**src/rtl/ctrl_retire_queue.sv**
```systemverilog
// ctrl_retire_queue
// Retire-side control queue for the branch predictor.
//
// Each cycle the retire stage presents a group of up to RETIRE_WIDTH retiring
// conditional branches (slot 0 is the oldest). An accepted group is:
//   * forwarded, registered, to the BHR retire-history inputs one cycle later
//   * buffered in program order in a FIFO, which the training side drains one
//     outcome per cycle so training can stall without blocking retirement.
//
// Ports:
//   clk            - clock, all state changes on posedge
//   reset          - asynchronous, active-low reset
//   retire_valid_i - per-slot mask, slot retires a conditional branch
//   retire_dir_i   - per-slot direction (1 = taken), ignored where not valid
//   upd_stall_i    - training side busy, blocks pops
//   ready_o        - queue can take a full retire group this cycle
//   update_ret_o   - registered accepted valid mask (BHR update_ret)
//   dir_ret_o      - registered accepted directions, masked by valid
//   update_upd_o   - one training outcome presented this cycle
//   dir_upd_o      - direction of that outcome
//   count_o        - current occupancy
//   overflow_o     - sticky, a group was presented while ready_o was low

module ctrl_retire_queue #(
   parameter int RETIRE_WIDTH = 4,
   parameter int DEPTH        = 16,
   parameter int DEPTH_LOG    = 4
) (
   input  logic                    clk,
   input  logic                    reset,
   input  logic [RETIRE_WIDTH-1:0] retire_valid_i,
   input  logic [RETIRE_WIDTH-1:0] retire_dir_i,
   input  logic                    upd_stall_i,
   output logic                    ready_o,
   output logic [RETIRE_WIDTH-1:0] update_ret_o,
   output logic [RETIRE_WIDTH-1:0] dir_ret_o,
   output logic                    update_upd_o,
   output logic                    dir_upd_o,
   output logic [DEPTH_LOG:0]      count_o,
   output logic                    overflow_o
);

   localparam int CW = DEPTH_LOG + 1;

   logic                 mem [DEPTH];
   logic [DEPTH_LOG-1:0] head;
   logic [DEPTH_LOG-1:0] tail;
   logic [CW-1:0]        count;

   logic                 accept;
   logic                 pop;
   logic [CW-1:0]        push_cnt;
   logic [DEPTH_LOG-1:0] slot_off [RETIRE_WIDTH];

   // Readiness is judged on the pre-edge occupancy only; a pop happening in
   // the same cycle earns no credit, which keeps ready_o off the pop path.
   assign ready_o = (count <= CW'(DEPTH - RETIRE_WIDTH));
   assign accept  = (|retire_valid_i) && ready_o;
   assign pop     = (count != '0) && !upd_stall_i;
   assign count_o = count;

   // Compaction of the retire group: each valid slot lands at tail plus the
   // number of valid slots older than it, so FIFO order equals slot order.
   // The running total at the end is the number of entries pushed.
   always_comb begin
      logic [CW-1:0] run;
      run = '0;
      for (int i = 0; i < RETIRE_WIDTH; i++) begin
         slot_off[i] = run[DEPTH_LOG-1:0];
         if (retire_valid_i[i]) begin
            run = run + CW'(1);
         end
      end
      push_cnt = run;
   end

   // Storage array carries no reset; entries are only meaningful between
   // head and tail, and those pointers are what reset clears.
   always_ff @(posedge clk) begin
      if (accept) begin
         for (int i = 0; i < RETIRE_WIDTH; i++) begin
            if (retire_valid_i[i]) begin
               mem[tail + slot_off[i]] <= retire_dir_i[i];
            end
         end
      end
   end

   // Pointers, occupancy, registered retire/training outputs and the sticky
   // overflow flag. Pointer wrap is plain modulo-DEPTH overflow. A pop only
   // reads entries present before this edge, so nothing bypasses the FIFO.
   always_ff @(posedge clk or negedge reset) begin
      if (!reset) begin
         head         <= '0;
         tail         <= '0;
         count        <= '0;
         update_ret_o <= '0;
         dir_ret_o    <= '0;
         update_upd_o <= 1'b0;
         dir_upd_o    <= 1'b0;
         overflow_o   <= 1'b0;
      end else begin
         if (accept) begin
            update_ret_o <= retire_valid_i;
            dir_ret_o    <= retire_dir_i & retire_valid_i;
            tail         <= tail + push_cnt[DEPTH_LOG-1:0];
         end else begin
            update_ret_o <= '0;
            dir_ret_o    <= '0;
         end

         if ((|retire_valid_i) && !ready_o) begin
            overflow_o <= 1'b1;
         end

         if (pop) begin
            update_upd_o <= 1'b1;
            dir_upd_o    <= mem[head];
            head         <= head + DEPTH_LOG'(1);
         end else begin
            update_upd_o <= 1'b0;
            dir_upd_o    <= 1'b0;
         end

         count <= count + (accept ? push_cnt : CW'(0)) - CW'(pop);
      end
   end

endmodule

```
**config.mk**
```make
export PLATFORM = sky130hd
export DESIGN_NAME = ctrl_retire_queue
export DESIGN_NICKNAME = d
export VERILOG_FILES = /design/src/rtl/ctrl_retire_queue.sv
export SDC_FILE = /design/constraint.sdc
export NUM_CORES = 1
export LEC_CHECK = 0
export CAP_MARGIN = 20
export CORE_ASPECT_RATIO = 1.75
export CORE_MARGIN = 2
export CORE_UTILIZATION = 40
export DETAILED_ROUTE_END_ITERATION = 6
export GPL_ROUTABILITY_DRIVEN = 0
export PLACE_DENSITY = 0.56
export SLEW_MARGIN = 10
export SYNTH_ARGS = -nofsm -noshare
export SYNTH_HDL_FRONTEND = slang
export SYNTH_SLANG_ARGS = --single-unit
```
**constraint.sdc**
```tcl
create_clock -name clk -period 6.74 [get_ports clk]
set_input_delay 0.674 -clock clk [delete_from_list [all_inputs] [get_ports clk]]
set_output_delay 0.674 -clock clk [all_outputs]
set_load 0.1 [all_outputs]
```
Yosys cells after proc, flatten, opt, wreduce, memory -nomap -nowiden
Memories as Yosys holds them, arrays and structs flattened.
Cells that the tools add are included.
- bits of input ports: 11
- output and inout bits: 17
- register bits after elaboration: 24
- memories kept: 1
- memory bits (writable): 16
- word-level logic and storage cells: 49
- bitwise logic cells: 1
- magnitude comparators: 1
- reductions and logical operators: 7
- mux-type cells: 21
- $add $sub $neg: 10
- memories (memory ; words ; width ; read ports ; clocked after memory_dff ; write ports ; line ; RTL):
    mem ; 16 ; 1 ; 1 ; 0 ; 4 ; 45 ; logic mem [DEPTH];
- operators by type and width (operator ; number):
    2-to-1 mux 5 bit ; 4
    adder 4 bit ; 4
    adder 5 x 1 -> 5 bit, second input constant ; 3
    2-to-1 mux 1 bit ; 15
    2-to-1 mux 4 bit ; 2
    adder 5 bit ; 1
    <= comparator 5 x 4 -> 1 bit, second input constant ; 1
    nonzero test 5 bit ; 1
    subtractor 5 x 1 -> 5 bit ; 1
    adder 4 x 1 -> 4 bit, second input constant ; 1
    AND 4 bit ; 1
    OR reduction 4 bit ; 1
    logical AND 1 bit ; 3
    logical NOT 1 bit ; 2

Longest topological paths before layout
- depth in word-level cells: 10
- mapped depth: 13
- mapped depth without buffers: 13

Least setup slack after synthesis
Ideal clock, no wire load.
- path type: flip-flop to flip-flop
- from: register count[0] (netlist: count_o[0])
- to: memory mem[0] (data pin)
- setup time: 0.273 ns
- cell stages (with the launch flop): 7
- data required time: 6.467 ns
- arrival time: 3.394 ns
- path buffers: 0
- path slack: 3.073 ns
- clock period less this slack: 3.667 ns
- cells stage by stage: dfrtp_1 > o211a_4 > nor2_1 > nand3_1 > nor2_1 > nor4b_1 > a221oi_1
- RTL lines (element ; line ; RTL):
    from (decl) ; 48 ; logic [CW-1:0] count;
    from (signal assigned) ; 125 ; count <= count + (accept ? push_cnt : CW'(0)) - CW'(pop);
    to (decl) ; 45 ;

==> flow_metrics.py <==
metrics = {
    "final_layout": {
        "nNetsFinal": 467,
        "stdcell_area_sq_um": 4180,
        "regArea_sq_um": 1080,
        "fill_cells": 911,
        "final_cell_mix": "41 x nand2_1, 27 x clkdlybuf4s50_1, 26 x nor3_1",
        "diodes": 0,
        "final_common_cell": "nand2_1",
        "stdcell_count": 551,
        "syn_to_final_growth_pct": 14.6,
        "multi_input_area_sq_um": 2380,
        "drive_gt1_frac": 0.0835,
    },
    "outcome": {
        "status": "complete, no violations",
    },
    "yosys": {
        "synthesis.area_sq_um": 3640,
        "synth_ff_type": "dfrtp_1",
        "async_flop_share": 0.600,
        "yosys_warnings": 0,
        "avgSynthCellArea_sq_um": 8.80,
        "synth_seq_cells": 40,
        "ys_types": 67,
        "syn_inst": 414,
        "synth_edf_count": 16,
        "syn_nets": 451,
        "synth_seq_area_share": 0.297,
    },
    "die": {
        "die_w_um": 76.1,
        "die-area_sq_um": 9920,
        "start_util": 0.406,
        "io_pins": 28,
        "die_y_um": 130,
        "rows": 46,
        "coreArea_sq_um": 8980,
    },
    "global_route": {
        "grt_max_degree": 25,
        "grt_pass1_wl_um": 18500,
        "antenna_found_initial": 0,
        "track_usage": 0.245,
        "grt_overflow": 0,
        "grt_pass1_vias": 3419,
    },
    "timing": {
        "rsz0062_at_grt": "false",
        "whs_ps": 484,
        "min_period_over_period": 0.607,
        "hold_viol_final": 0,
        "slew_headroom": 0.271,
        "maxSlewViolCount": 0,
        "fin_crit_ps": 4090,
        "fmaxAchievable_ghz": 0.244,
        "setup_tns_ps": 0,
        "fin_skew_ps": 7.19,
        "max_slew.worst_pin.slew_ps": 1090,
        "setup_viol": 0,
    },
    "routing": {
        "dr.pass1.iters": 6,
        "wl_per_cell_um": 21.3,
        "vias_per_cell": 6.22,
        "dr.first_iter.drc_count": 274,
        "wl_um": 11800,
        "vias": 3425,
        "antenna_left": 0,
        "route.detailed.drc": 0,
    },
    "clock_tree": {
        "clk_latency_ps": 290,
        "clk_pin_slew_ps": 60,
        "cts_buffers": 5,
        "postCtsSetupBuffers": 0,
        "clock_sink_count": 40,
        "clk_path_buf_depth": 2,
        "cts_tree": "built",
        "htreeDepth": 2,
        "post_cts_resized": 0,
        "root_buffer": "clkbuf_16",
        "cts_hold_buf": 0,
    },
    "hold_path": {
        "min_delay_path_depth": 1,
        "hold_class": "register to register",
    },
    "critical_path": {
        "r2r-start": "tail[1]$_DFFE_PN0P_",
        "cp.arrival_ps": 4110,
        "endpoint": "mem[7]$_DFFE_PP_",
        "required_ps": 6760,
        "worstSetupPathType": "input pin to register",
        "worstRegToRegCells": 8,
        "r2r_slack_ps": 3710,
        "cp-end-kind": "register",
        "startpoint_type": "input pin",
        "startpoint": "retire_valid_i[0]",
        "r2r_end": "mem[2]$_DFFE_PP_",
        "path_max_fanout": 10,
    },
    "placed_design": {
        "dp_cells": 543,
        "hpwl_um": 9320,
        "placed_area_sq_um": 3990,
        "io_buffer_count": 27,
    },
    "power_and_ir_drop": {
        "worst_ir_drop_vdd_v": 0.000327,
        "leakage_nw": 1.70,
        "powerDensity_nw_per_um2": 516,
        "finalPower_mw": 2.15,
    },
    "run": {
        "max_cap_violations": 0,
    },
}
==> where the power goes <==
group          internal [mW]  leakage [nW]  switching, mW
combinational          0.451          1.18          0.934
clock                  0.183        0.0874          0.102
sequential             0.351         0.438          0.134
total                  0.985          1.70           1.17
==> synth_stat cells (7+ instances only) <==
cell type / n / share of area
buf_2: 9 / 0.012
xnor2_1: 10 / 0.024
o211a_1: 7 / 0.019
a31oi_1: 9 / 0.015
ha_1: 23 / 0.079
a21oi_1: 19 / 0.026
and3_1: 9 / 0.015
inv_1: 23 / 0.024
nor3_1: 27 / 0.037
nor2_1: 22 / 0.023
edfxtp_1: 16 / 0.13
mux2i_1: 14 / 0.038
nand3_1: 14 / 0.019
clkbuf_1: 11 / 0.011
nand2_1: 41 / 0.042
dfrtp_1: 24 / 0.16
o21ai_0: 15 / 0.021
a211oi_1: 7 / 0.014
xor2_1: 7 / 0.017
==> critical path: stages <==
cell and delay (ps):
clkdlybuf4s50_1 550, inv_1 90, ha_1 400, xor2_1 300, ha_1 250, inv_1 60
fa_1 490, and4_1 260, a221oi_1 490, nor3_1 170, a221oi_1 230, o21ai_0 130
==> worst min path at each step <==
stage                     slack, ps              endpoint           startpoint
after floorplan                 380  count_o[0]$_DFF_PN0_                reset
after global placement          470   head[3]$_DFFE_PN0P_  head[3]$_DFFE_PN0P_
after detailed placement        480   head[3]$_DFFE_PN0P_  head[3]$_DFFE_PN0P_
after CTS                       490   head[3]$_DFFE_PN0P_  head[3]$_DFFE_PN0P_
after global routing            500   head[3]$_DFFE_PN0P_  head[3]$_DFFE_PN0P_
final                           480   head[3]$_DFFE_PN0P_  head[3]$_DFFE_PN0P_
==> area by class of cell <==
class                      count  share of cell area
inverter                      27              0.0243
sequential                    40               0.259
tap                          120              0.0359
clock buffer                   8              0.0428
timing repair buffer          29              0.0683
multi-input combinational    327               0.570
==> sequential cells by signal, summed over array words and instances, names as in the netlist <==
signal,count
count_o,5
tail,4
mem,16
update_ret_o,4
overflow_o,1
dir_upd_o,1
head,4
update_upd_o,1
dir_ret_o,4
==> layer usage <==
layer	global-route usage	up-vias	part of all wire
met3	0.0346	60	0.048
met4	0.170	0	0.076
met2	0.483	156	0.55
li1	-	1569	-
met5	0	-	0
met1	0.233	1640	0.33
==> stage by stage <==
| step | setup WS [ps] | util |
|---|---|---|
| 2_1_floorplan | 3070 | - |
| 3_3_place_gp | 2420 | 0.445 |
| 3_5_place_dp | 2360 | 0.445 |
| 4_1_cts | 2640 | 0.465 |
| 5_1_grt | 2250 | 0.465 |
| 6_report | 2650 | 0.465 |
==> logic make-up (layout without fill, tap and decap cells) <==
family / count (synthesis) / count (layout) / share of synthesized area
and+or+nand+nor: 164 / 164 / 0.243
AOI/OAI and AO/OA: 97 / 97 / 0.193
buffers and inverters: 47 / 64 / 0.0515
DFF: 40 / 40 / 0.297
adders and majority gates: 26 / 26 / 0.0955
muxes: 22 / 22 / 0.0786
xor gates and xnor gates: 17 / 17 / 0.0409
other: 1 / 1 / 0.00103
Power figures use the tool's default switching activity.
